### src/rtl/display_scan_controller.sv
// display_scan_controller
// Time-multiplexing driver for a 4-digit seven-segment display. It steps a
// 2-bit digit select through 0..3, one slot of COUNT_MAX clocks per digit.
// Each slot opens with BLANK_CYCLES of all-anodes-off dead time, followed by
// the lit phase for the selected digit.
//
// Parameters
//   COUNT_MAX     clocks per digit slot (>= 2)
//   BLANK_CYCLES  dark clocks at the start of each slot (0 .. COUNT_MAX-1)
// Ports
//   clk         rising-edge system clock
//   reset       synchronous, active-high reset
//   enable      1 = scan, 0 = freeze counters and blank the display
//   digit_en    per-digit lit mask, bit i = digit i
//   contador    registered digit select for the nibble mux
//   anodes      registered active-low anode enables, at most one low
//   digit_tick  registered one-cycle pulse on the cycle contador advances
module display_scan_controller #(
   parameter int unsigned COUNT_MAX    = 100000,
   parameter int unsigned BLANK_CYCLES = 1000
) (
   input  logic       clk,
   input  logic       reset,
   input  logic       enable,
   input  logic [3:0] digit_en,
   output logic [1:0] contador,
   output logic [3:0] anodes,
   output logic       digit_tick
);

   localparam int unsigned CW = (COUNT_MAX > 1) ? $clog2(COUNT_MAX) : 1;
   localparam logic [CW-1:0] CNT_LAST = CW'(COUNT_MAX - 1);
   localparam logic HAS_BLANK = (BLANK_CYCLES != 0);
   // Last count value that still belongs to the blank phase.
   localparam logic [CW-1:0] BLANK_LAST = CW'(HAS_BLANK ? BLANK_CYCLES - 1 : 0);

   typedef enum logic [1:0] {
      S_IDLE,
      S_BLANK,
      S_LIT
   } state_t;

   state_t        state_q, state_d;
   logic [CW-1:0] cnt_q, cnt_d;
   logic [1:0]    contador_q, contador_d;
   logic [3:0]    anodes_q, anodes_d;
   logic          tick_q, tick_d;
   logic          in_blank;

   // State and output registers.
   always_ff @(posedge clk) begin
      if (reset) begin
         state_q    <= S_IDLE;
         cnt_q      <= '0;
         contador_q <= 2'd0;
         anodes_q   <= 4'hF;
         tick_q     <= 1'b0;
      end else begin
         state_q    <= state_d;
         cnt_q      <= cnt_d;
         contador_q <= contador_d;
         anodes_q   <= anodes_d;
         tick_q     <= tick_d;
      end
   end

   // Next state, prescaler and registered-output precompute.
   always_comb begin
      state_d    = state_q;
      cnt_d      = cnt_q;
      contador_d = contador_q;
      anodes_d   = 4'hF;
      tick_d     = 1'b0;
      in_blank   = 1'b0;

      if (!enable) begin
         state_d = S_IDLE;
      end else begin
         // Leaving IDLE resumes from the held count without advancing it.
         if (state_q != S_IDLE) begin
            if (cnt_q == CNT_LAST) begin
               cnt_d      = '0;
               contador_d = contador_q + 2'd1;
               tick_d     = 1'b1;
            end else begin
               cnt_d = cnt_q + CW'(1);
            end
         end

         in_blank = HAS_BLANK && (cnt_d <= BLANK_LAST);
         state_d  = in_blank ? S_BLANK : S_LIT;

         // Anodes follow the next-state select so they switch on the same edge.
         if ((state_d == S_LIT) && digit_en[contador_d]) begin
            anodes_d = ~(4'b0001 << contador_d);
         end
      end
   end

   assign contador   = contador_q;
   assign anodes     = anodes_q;
   assign digit_tick = tick_q;

endmodule
### config.mk
export PLATFORM = sky130hd
export DESIGN_NAME = display_scan_controller
export DESIGN_NICKNAME = d
export VERILOG_FILES = /design/src/rtl/display_scan_controller.sv
export SDC_FILE = /design/constraint.sdc
export NUM_CORES = 1
export LEC_CHECK = 0
export CORE_UTILIZATION = 50
export DETAILED_ROUTE_END_ITERATION = 7
export PLACE_DENSITY = 0.75
export SYNTH_ARGS = -nofsm -noshare
export SYNTH_HDL_FRONTEND = slang
export SYNTH_SLANG_ARGS = --single-unit
### constraint.sdc
create_clock -name clk -period 5.42 [get_ports clk]
set_input_delay 1.084 -clock clk [delete_from_list [all_inputs] [get_ports clk]]
set_output_delay 1.084 -clock clk [all_outputs]
set_load 0.1 [all_outputs]
Word level (Yosys, flattened, before mapping)
Index checks and enable logic that the tools add are counted.
{ "classes": {"addsub": 2, "order_cmp": 2, "n_eq_ne": 2, "n_shift": 1, "muxes": 10, "bitwise": 4, "reduce_logical": 5} }
{ "op_table": {"columns": ["cell", "count"], "rows": [
  ["17-bit 2-to-1 mux", 3],
  ["17-bit by 1-bit adder with 17-bit output, second input constant", 1],
  ["17-bit equality test, second input constant", 1],
  ["17-bit by 10-bit <= comparator with 1-bit output, second input constant", 1],
  ["2-bit 2-to-1 mux", 4],
  ["3-bit OR reduction", 2],
  ["4-bit inverter", 1],
  ["1-bit by 2-bit left shift with 4-bit output, first input constant", 1],
  ["2-bit by 3-bit < comparator with 1-bit output, second input constant", 1],
  ["1-bit inverter", 3],
  ["2-bit by 1-bit adder with 2-bit output, second input constant", 1],
  ["1-bit binary-select mux with 2-bit select", 1],
  ["2-bit equality test, second input constant", 1],
  ["1-bit 2-to-1 mux", 2],
  ["2-bit nonzero test", 1],
  ["2-bit OR reduction", 1],
  ["1-bit logical AND", 1]
]} }
{ "totals": {"ff_bits": 26, "inputBits": 7, "out_inout_bits": 7, "wordCells": 31} }

Longest topological paths before layout
Gate-level depths: netlist (run 1).
{ "logic_depth": {"word_depth": 10, "depth_mapped": 9, "mapped_depth_nobuf": 7} }

Worst setup path after synthesis (run 1)
Ideal clock, no wire load.
{ "synth_timing": {"path_type": "register to register", "start": "reg contador_q[0], in the netlist contador[0]", "end": "reg anodes_q[1], in the netlist anodes[1]", "setup_ns": 0.128, "arrival_ns": 2.087, "required_ns": 5.292, "path_slack_ns": 3.205, "path_stages_with_launch": 6, "n_path_buf": 1, "synth_period_minus_slack_ns": 2.215, "path_cell_list": "dfxtp_1 > buf_2 > nor2_1 > mux4_2 > nor4b_1 > o21ai_1"} }
{ "synth_between": {"elab_chain_cells": 9, "word_cells_on_any_way": 11, "cone_classes": "add/sub (1); shift (1); mux (5); bitwise (2); reduce/logical (2)"} }
{ "synth_lines": {"columns": ["element", "line", "text"], "rows": [
  ["start, declared", "45", "logic [1:0] contador_q, contador_d;"],
  ["start signal, assigned", "61", "contador_q <= contador_d;"],
  ["2-bit by 1-bit adder with 2-bit output", "83", "contador_d = contador_q + 2'd1;"],
  ["2-bit 2-to-1 mux", "81", "if (cnt_q == CNT_LAST) begin"],
  ["2-bit 2-to-1 mux (*)", "80", "if (state_q != S_IDLE) begin"],
  ["2-bit 2-to-1 mux (*)", "76", "if (!enable) begin"],
  ["1-bit binary-select mux with 2-bit select", "94", "if ((state_d == S_LIT) && digit_en[contador_d]) begin"],
  ["1-bit 2-to-1 mux (implied by the code)", "94", null],
  ["1-bit logical AND", "94", null],
  ["1-bit inverter (no line)", null, null],
  ["3-bit OR reduction (no line)", null, null],
  ["end signal, assigned", "62", "anodes_q <= anodes_d;"],
  ["end, declared", "46", "logic [3:0] anodes_q, anodes_d;"]
]} }
Every way passes the cells marked *; elsewhere a longest branch is shown, timed or not. The select of a mux whose other input is x is not followed.
A chain may end at the register's enable or synchronous reset.

Worst setup path in the final report (run 1)
{ "layout_timing": {"start": "reg contador_q[0], in the netlist contador[0]", "end": "out contador[0]"} }
{ "layout_lines": {"columns": ["element", "line", "text"], "rows": [
  ["end, declared", "26", "output logic [1:0] contador,"]
]} }
No word-level cell between the ends.

==> results of run 1 <==
-- power breakdown --
group          internal (uW)  leakage (uW)  switching, uW  total [uW]
combinational           6.51      0.000414           8.82        15.3
sequential               192      0.000210           1.92         194
clock                   74.9     0.0000279           61.4         136
total                    273      0.000652           72.2         346
-- sequential cells by signal, summed over array words and instances, names as in the netlist --
register / count
cnt_q: 17
anodes: 4
contador: 2
state_q: 2
digit_tick: 1
-- layout make-up --
cell class,instances,area share [%]
repair buffers,13,7.00
well taps,44,2.96
clock buffers,3,1.21
clock inverters,1,1.62
flip-flops and latches,26,28.0
inverters,4,0.808
multi-input cells,165,58.4
-- synth_stat cells (3+ instances only) --
cell | instances | share of area (%)
a31oi_1 | 3 | 1.1
clkbuf_8 | 3 | 2.4
and3_1 | 5 | 1.8
xor2_1 | 5 | 2.5
nand3_1 | 4 | 1.2
o21ai_0 | 14 | 4.1
inv_1 | 4 | 0.87
a21oi_1 | 16 | 4.6
nand4_1 | 5 | 1.8
mux2i_1 | 5 | 2.9
and4_1 | 5 | 2.5
nor2_1 | 32 | 7.0
xnor2_1 | 10 | 5.1
nor3_1 | 6 | 1.7
clkbuf_1 | 5 | 1.1
and2_1 | 3 | 1.1
nand2_1 | 11 | 2.4
dfxtp_1 | 26 | 30
-- path summary, 6_finish.rpt --
check / start / end / slack (ns)
min reg2reg: cnt_q[10] / cnt_q[10] / 0.57
min: cnt_q[10] / cnt_q[10] / 0.57
max: contador[0] / contador[0] / 2.26
max reg2reg: cnt_q[4] / anodes[1] / 2.77
-- cell families (layout without fill, tap and decap cells) --
family	after synthesis	in the layout	synth area share [%]
flops	26	26	30.1
compound gates	51	51	20.4
mux	6	6	4.20
fa+ha+maj	1	1	0.724
xor+xnor	15	15	7.60
buf+inv	18	21	7.10
simple gates	92	92	29.8
-- routing by layer --
layer  track usage (%)  up-vias  wire length [um]
li1                  -      768                 -
met1              31.6      717              1810
met2              40.3       41              1790
met3              2.56        7               142
met4              9.42        0                55
met5                 0        -                 0
-- cells in the final DEF (no fill, tap or decap), types with 2 or more instances in the layout --
cell type,count
a21o_1,2
a21oi_1,16
a31oi_1,3
and2_1,3
and3_1,5
and4_1,5
and4_2,2
and4bb_1,2
clkbuf_4,3
clkdlybuf4s50_1,13
dfxtp_1,26
inv_1,4
mux2i_1,5
nand2_1,11
nand3_1,4
nand4_1,5
nor2_1,32
nor3_1,6
nor3b_1,2
nor4b_1,2
o2111a_1,2
o2111ai_1,2
o2111ai_4,2
o211ai_1,2
o21ai_0,14
o21ai_1,2
or3_1,2
xnor2_1,10
xor2_1,5
-- per-stage QoR --
step / total power, uW / std cells
finish: 346 / 256
global route: 360 / 256
CTS: 345 / 256
detailed placement: 213 / 252
global placement: 213 / 252
floorplan: 206 / 209
==> summary.md, run 1 <==
| Metric | Value |
|---|---|
| Cell family with most CP delay | `buffers and inverters` |
| Global-route wire length before repair | `6700 um` |
| Final Max Slew Viols | `0` |
| Vias in the first global route | `1427` |
| DRT Pass-1 Iters | `4` |
| Worst path depth | `1` |
| Area growth syn-to-layout | `7.53%` |
| DRC | `0` |
| Storage cell area | `520 sq um` |
| Starting Density | `54.8%` |
| Slowest-stage cell, CP | `clkdlybuf4s50_1` |
| Die footprint | `0.00369 sq mm` |
| Register area share after synthesis | `30.1%` |
| CP Cell Sequence | `clkdlybuf4s50_1` |
| Setup crit start kind | `flop` |
| Max incr delay on CP | `about 1.2 ns` |
| Crit. End Element | `primary output` |
| Die Wd | `slightly above 60 um` |
| Final ANT Viol Nets | `0` |
| # nets final | `221` |
| DR WL/cell | `14.8 um` |
| Ys flop type | `dfxtp_1` |
| Clock tree sinks | `26` |
| Clock transition at the registers of the reported paths | `0.15 ns` |
| I/O Pins | `14` |
| PwrDens | `approximately 190 mW/mm^2` |
| Hold path cells | `2` |
| Unique masters post-synth | `51` |
| Gates resized, CTS repair | `0` |
| Core area | `0.00315 sq mm` |
| Clk Latency, worst-skew pair | `0.34 ns` |
| Reg2reg path depth | `6` |
| DR vias/cell | `5.99` |
| Worst Clk Skew | `just under 0.009 ns` |
| Vias | `1533` |
| Avg Inst Size Synth | `~8.3 sq um` |
| Footprint of the multi-input gates | `about 0.0011 sq mm` |
| Share of cells above drive strength 1 | `8.02%` |
| CTS buffer count | `3` |
| Worst Tran Pin Value | `0.969 ns` |
| VDD IR max | `between 0.00007 and 0.00008 V` |
| Clock root buffer | `clkbuf_4` |
| Largest net degree at the start of global routing | `21` |
| Final hold viol count | `0` |
| Gpl congestion | `0.866` |
| #FFs+latches synth | `26` |
| Die Ht | `between 60 and 70 um` |
| Gr ovfl total | `0` |
| Netlist Area Pre-Place | `0.00173 sq mm` |
| Fin crit period | `3.16 ns` |
| Syn_nets | `roughly 220` |
| Worst setup path class | `flop to primary output` |
| Worst hold-check slack | `0.573 ns` |
| Setup TNS | `0 ns` |
| Global Route Usage Sum | `24.0%` |
| Fin util | `58.9%` |
| Buffers & Inverters on Critical Path | `1` |
| Final Worst Setup Slack | `2.26 ns` |
| CTS H-tree lvls | `1` |
| Post-synth EDFFs | `0` |
| FMAX | `316 MHz` |
| Setup-failing EPs final | `0` |
| Synth warn | `0` |
| DRT Wirelength | `3800 um` |
| PortBufs | `13` |
| Diode count | `0` |
| Max Cap Viol | `0` |
| Outcome | `completed` |
| Period utilization | `58.4%` |
| # rows | `20` |
| Cell count after synthesis | `209` |
| Static Leakage | `about 0.00065 uW` |
| Number of fillers in the final layout | `310` |
| Critical path data arrival time | `2.08 ns` |
| Design Area, Final | `0.00186 sq mm` |
| Iteration-0 DRC Markers | `roughly 110` |
| Async S/R FF share, synth | `0%` |
| Initial antenna violation count | `0` |
| DP HPWL | `2750 um` |
| RSZ-0062 raised after global routing | `false` |
| DP Area | `between 0.0015 and 0.002 sq mm` |
| Rel. slew slack | `35.2%` |
| Worst min path class | `flop to flop` |
| Clk buf depth | `2` |
| Hold buffers post-CTS | `0` |
| Worst EP required | `4.34 ns` |
| DP Worst Slack | `approximately 2.5 ns` |
| CP max FO | `10` |
| # Post-CTS Setup Buffers | `0` |
| CTS tree | `built` |
Note: power is estimated with default switching activity, not from simulation.
==> inputs of run 2 (changes only) <==
==> constraint.sdc (replaced) <==
create_clock -name clk -period 3.2 [get_ports clk]
set_input_delay 0.64 -clock clk [delete_from_list [all_inputs] [get_ports clk]]
set_output_delay 0.64 -clock clk [all_outputs]
set_load 0.1 [all_outputs]
==> run 2 against run 1 <==
- total power grew 44%
- global-route usage fell by 1.5 points
- wire length rose by 2.2%
- register-to-register slack worse by 2.1 ns
- non-clock buffer count is 3 higher
- clock power grew 4%
- cell count is 0.78% higher
- flip-flop and latch count stayed put
- setup slack lost 1.5 ns
- first-iteration DRC count fell by 4.7%
- sequential power rose by 69%
- critical path type is now flop to flop
- critical endpoint is now state_q[1]
==> summary.md, run 2 (same netlist as run 1, synthesis figures left out) <==
| Metric | Value |
|---|---|
| CP max FO | `10` |
| Worst flop-to-flop path startpoint | `cnt_q[0]` |
| DR vias/cell | `6.02` |
| Rel. slew slack | `61.6%` |
| R2R setup slack | `0.71 ns` |
| Area growth syn-to-layout | `6.08%` |
| Diode count | `0` |
| Clock root buffer | `clkbuf_4` |
| DRC | `0` |
| Share of cells above drive strength 1 | `12.1%` |
| Clock transition at the registers of the reported paths | `0.13 ns` |
| Number of fillers in the final layout | `304` |
| Logic pwr share | `5.5%` |
| CTS H-tree lvls | `1` |
| I/O Pins | `14` |
| Global-route wire length before repair | `6220 um` |
| Clk buf depth | `2` |
| Slowest-stage cell, CP | `dfxtp_1` |
| Max incr delay on CP | `0.48 ns` |
| Top reg by flops | `cnt_q` |
| Gates resized, CTS repair | `0` |
| Global Route Usage Sum | `22.6%` |
| VDD IR max | `0.000137 V` |
| Cell-internal power | `381 uW` |
| PortBufs | `13` |
| CP Cell Sequence | `ha_1 -> o2111a_1 -> and3_1 -> a31oi_1 -> a211oi_1 -> a21oi_1 -> o21ba_2` |
| PwrDens | `271 mW/mm^2` |
| Buffers & Inverters on Critical Path | `0` |
| Gpl congestion | `0.902` |
| Vias | `between 1500 and 2000` |
| Setup crit start kind | `flop` |
| Iteration-0 DRC Markers | `102` |
| Period utilization | `77.7%` |
| Final ANT Viol Nets | `0` |
| Cell family with most CP delay | `compound AO/OA/AOI/OAI gates` |
| Setup-failing EPs final | `0` |
| Initial antenna violation count | `0` |
| Vias in the first global route | `1343` |
| Gr ovfl total | `0` |
| DRT Pass-1 Iters | `4` |
| CTS buffer count | `3` |
| Core area | `0.00315 sq mm` |
| DRT Wirelength | `3880 um` |
| Final Max Slew Viols | `0` |
| Setup TNS | `0 ns` |
| Starting Density | `54.8%` |
| # Post-CTS Setup Buffers | `0` |
| # rows | `20` |
| Worst EP required | `roughly 3.4 ns` |
| Static Leakage | `~0.00066 uW` |
| Critical path data arrival time | `2.72 ns` |
| Commonest non-fill, non-tap cells in the layout | `32 x nor2_1, 26 x dfxtp_1, 16 x a21oi_1` |
| Final Worst Setup Slack | `a little over 0.7 ns` |
| RSZ-0062 raised after global routing | `false` |
| Worst Clk Skew | `between 0.006 and 0.007 ns` |
| Sw Pwr | `~120 uW` |
| Hold Startpoint | `cnt_q[0]` |
| Hold buffers post-CTS | `0` |
| Most common cell after layout, fill and taps aside | `nor2_1` |
| Max reg flops | `17` |
| Sw frac | `approximately 23%` |
| Worst Tran Pin Value | `0.574 ns` |
| Largest net degree at the start of global routing | `21` |
| CTS tree | `built` |
| Fin crit period | `2.49 ns` |
| DP Worst Slack | `~0.77 ns` |
| Worst hold-check slack | `0.576 ns` |
| DR WL/cell | `around 15 um` |
| Die Ht | `60.8 um` |
| Final hold viol count | `0` |
| Die footprint | `0.00369 sq mm` |
| FMAX | `402 MHz` |
| Sequential Power Share | `roughly two thirds` |
| # nets final | `224` |
| Worst setup path startpoint | `cnt_q[0]` |
| Tot Pwr | `497 uW` |
| Crit. End Element | `flop` |
| Clock tree sinks | `26` |
| Outcome | `completed` |
| Die Wd | `about 61 um` |
| DP HPWL | `2810 um` |
| Fin util | `approximately three fifths` |
| Worst min path class | `flop to flop` |
| Worst setup path class | `flop to flop` |
| Clk pwr share | `28.4%` |
| Max Cap Viol | `0` |
| Clk Latency, worst-skew pair | `between 0.3 and 0.4 ns` |
[run 2: cell count changes in the layout (fill, tap and decap cells not counted), sizes merged]
cell / change
buf: +10
clkdlybuf4s50: -7
bufinv: -1
[run 2: final timing paths]
path	depth (start not counted)	end
max	7	state_q[1]
min	2	cnt_q[0]
max reg2reg	7	state_q[1]
min reg2reg	2	cnt_q[0]
[run 2: worst register-to-register path, stage by stage (launching register included)]
cell      delay [ns]
dfxtp_1         0.48
ha_1            0.34
o2111a_1        0.44
and3_1          0.26
a31oi_1         0.11
a211oi_1        0.29
a21oi_1         0.23
o21ba_2         0.25
[run 2: power by group through the flow]
stage	logic, uW	clock network, uW	registers (uW)
4_1_cts	27.2	147	328
5_1_grt	29.5	160	329
6_report	27.2	141	328
2_1_floorplan	13.8	0	335
3_3_place_gp	25.9	0	335
3_5_place_dp	27.1	0	335
[run 2: layout make-up]
cell class,count,area (sq um),share of cell area [%]
timing repair buffer,16,135,7.37
multi-input combinational,165,1080,59.2
sequential,26,520,28.4
clock buffer,3,22.5,1.23
inverter,4,15.0,0.819
tap,44,55.1,3.00
[run 2: metrics by stage]
stage | cells | cell area [sq um]
finish | 258 | 1830
global route | 258 | 1830
CTS | 258 | 1830
detailed placement | 255 | 1810
global placement | 255 | 1810
floorplan | 209 | 1730
[run 2: per-layer routing]
layer	wire, um	vias to the layer above	share of wire [%]	track usage [%]
met5	0	-	0	0
met4	54	0	1.4	8.44
met3	196	7	5.1	2.77
met2	1890	41	49	37.8
met1	1730	734	45	29.6
li1	-	770	-	-
==> inputs of run 3 (changes only) <==
==> constraint.sdc (replaced) <==
create_clock -name clk -period 2.5 [get_ports clk]
set_input_delay 0.5 -clock clk [delete_from_list [all_inputs] [get_ports clk]]
set_output_delay 0.5 -clock clk [all_outputs]
set_load 0.1 [all_outputs]
==> run 3 against run 2 <==
- critical path depth rose by 1
- via count rose by 4.1%
- wire length grew 8.6%
- first-iteration DRC count decreased by 25%
- sequential power rose by 28%
- count of clock-buffer cells in the layout is the same
- cell count is 2.3% higher
- hold slack worse by 0.0055 ns
- core utilization increased by 2.1 points
- die area unchanged
- clock power rose by 110%
- critical endpoint is now anodes[0]
==> summary.md, run 3 (same netlist as run 1, synthesis figures left out) <==
| Metric | Value |
|---|---|
| Top reg by flops | `cnt_q` |
| Clock root buffer | `clkbuf_4` |
| Final ANT Viol Nets | `0` |
| CP Cell Sequence | `ha_1 -> o2111a_1 -> buf_4 -> and4_1 -> o21ai_0 -> o311ai_0 -> and4_1 -> o211ai_1` |
| Most common cell after layout, fill and taps aside | `nor2_1` |
| Vias | `1616` |
| Sw Pwr | `160 uW` |
| VDD IR max | `0.000202 V` |
| Die Wd | `60.8 um` |
| Max Cap Viol | `0` |
| RSZ-0062 raised after global routing | `false` |
| R2R setup slack | `roughly 0.23 ns` |
| Gr ovfl total | `0` |
| DR WL/cell | `16.0 um` |
| # nets final | `229` |
| Gates resized, CTS repair | `0` |
| Diode count | `0` |
| CP max FO | `7` |
| DRT Pass-1 Iters | `4` |
| DRT Wirelength | `4210 um` |
| Design Area, Final | `0.00190 sq mm` |
| Max reg flops | `17` |
| # Post-CTS Setup Buffers | `0` |
| Setup TNS | `0 ns` |
| I/O Pins | `14` |
| DP Worst Slack | `0.275 ns` |
| Cell family with most CP delay | `compound AO/OA/AOI/OAI gates` |
| Worst EP required | `2.72 ns` |
| Iteration-0 DRC Markers | `77` |
| PortBufs | `13` |
| CTS tree | `built` |
| Placed Cells | `between 200 and 300` |
| Footprint of the multi-input gates | `0.00108 sq mm` |
| Critical path data arrival time | `2.49 ns` |
| DP HPWL | `3030 um` |
| Final Worst Setup Slack | `0.228 ns` |
| Clock tree sinks | `26` |
| Storage cell area | `520 sq um` |
| Die footprint | `0.00369 sq mm` |
| Largest net degree at the start of global routing | `20` |
| Final Max Slew Viols | `0` |
| Global Route Usage Sum | `~25%` |
| Worst flop-to-flop path startpoint | `cnt_q[1]` |
| DR vias/cell | `6.12` |
| Worst Clk Skew | `between 0.01 and 0.015 ns` |
| Die Ht | `about 61 um` |
| Clk buf depth | `2` |
| Outcome | `completed` |
| Worst path depth | `8` |
| CTS H-tree lvls | `1` |
| Reg2reg path depth | `8` |
| Buffers & Inverters on Critical Path | `1` |
| DP Area | `0.00185 sq mm` |
| Worst setup path class | `flop to flop` |
| Core area | `0.00315 sq mm` |
| Rel. slew slack | `58.8%` |
| Hold Startpoint | `cnt_q[10]` |
| Worst Tran Pin Value | `0.612 ns` |
| Sw frac | `21.1%` |
| Commonest non-fill, non-tap cells in the layout | `32 x nor2_1, 26 x dfxtp_1, 16 x a21oi_1` |
| Max incr delay on CP | `0.47 ns` |
| # rows | `20` |
| Crit. End Element | `flop` |
| Clk Latency, worst-skew pair | `0.34 ns` |
| Sequential Power Share | `~56%` |
| Cell-internal power | `~600 uW` |
| Setup-failing EPs final | `0` |
| Hold buffers post-CTS | `0` |
| Tot Pwr | `756 uW` |
| Worst min path class | `flop to flop` |
| Worst setup path startpoint | `cnt_q[1]` |
| Slowest-stage cell, CP | `dfxtp_1` |
| Global-route wire length before repair | `between 6000 and 7000 um` |
| PwrDens | `398 mW/mm^2` |
| Area growth syn-to-layout | `9.99%` |
| Share of cells above drive strength 1 | `14.5%` |
| DRC | `0` |
| Number of fillers in the final layout | `300` |
| Fin cells | `264` |
| Clock transition at the registers of the reported paths | `0.15 ns` |
| Setup crit start kind | `flop` |
| Gpl congestion | `0.981` |
| Clk pwr share | `39.3%` |
| Logic pwr share | `5.2%` |
| Period utilization | `90.9%` |
| Fin crit period | `between 2 and 2.5 ns` |
| Worst path most repeated cell | `and4_1` |
| FMAX | `440 MHz` |
| Hold path cells | `2` |
| Final hold viol count | `0` |
| Vias in the first global route | `approximately 1400` |
| Starting Density | `approximately 55%` |
| CTS buffer count | `3` |
| Initial antenna violation count | `0` |
| Static Leakage | `0.000699 uW` |
-- run 3: cell types whose count changed in the layout (fill, tap and decap cells not counted), sizes merged --
cell    before  now
buf         10   15
bufinv       0    1
-- run 3: layout make-up --
cell class,instances,area share [%]
Clock buffer,3,1.18
Inverter,4,0.790
Sequential cell,26,27.4
Multi-Input combinational cell,165,57.1
Tap cell,44,2.90
Clock inverter,1,1.58
Timing Repair Buffer,21,9.08
-- run 3: through the flow --
stage	util, %	hold slack, ns
final	60.3	0.570
after global routing	60.3	0.618
after CTS	60.3	0.566
after detailed placement	58.6	0.546
after global placement	58.6	0.538
after floorplan	-	0.500
-- run 3: worst paths after layout --
kind | endpoint
max reg2reg | anodes[0]
max | anodes[0]
min reg2reg | cnt_q[10]
min | cnt_q[10]
-- run 3: power by group through the flow --
stage,sequential (uW),clock [uW],combinational [uW]
3_3_place_gp,428,0,37.4
2_1_floorplan,429,0,17.6
4_1_cts,420,301,39.3
5_1_grt,420,309,42.5
6_report,420,297,39.1
3_5_place_dp,428,0,39.1
-- run 3: worst register-to-register path: stages (launching register included) --
cell and delay (ns):
dfxtp_1 0.47, ha_1 0.33, o2111a_1 0.30, buf_4 0.18
and4_1 0.18, o21ai_0 0.08, o311ai_0 0.11, and4_1 0.38
o211ai_1 0.13
-- run 3: layer usage --
layer | track usage [%] | vias to the layer above | share of wire (%)
met2 | 43.5 | 58 | 50
li1 | - | 782 | -
met5 | 0 | - | 0
met1 | 30.8 | 767 | 42
met3 | 2.35 | 9 | 5.6
met4 | 9.42 | 0 | 2.2
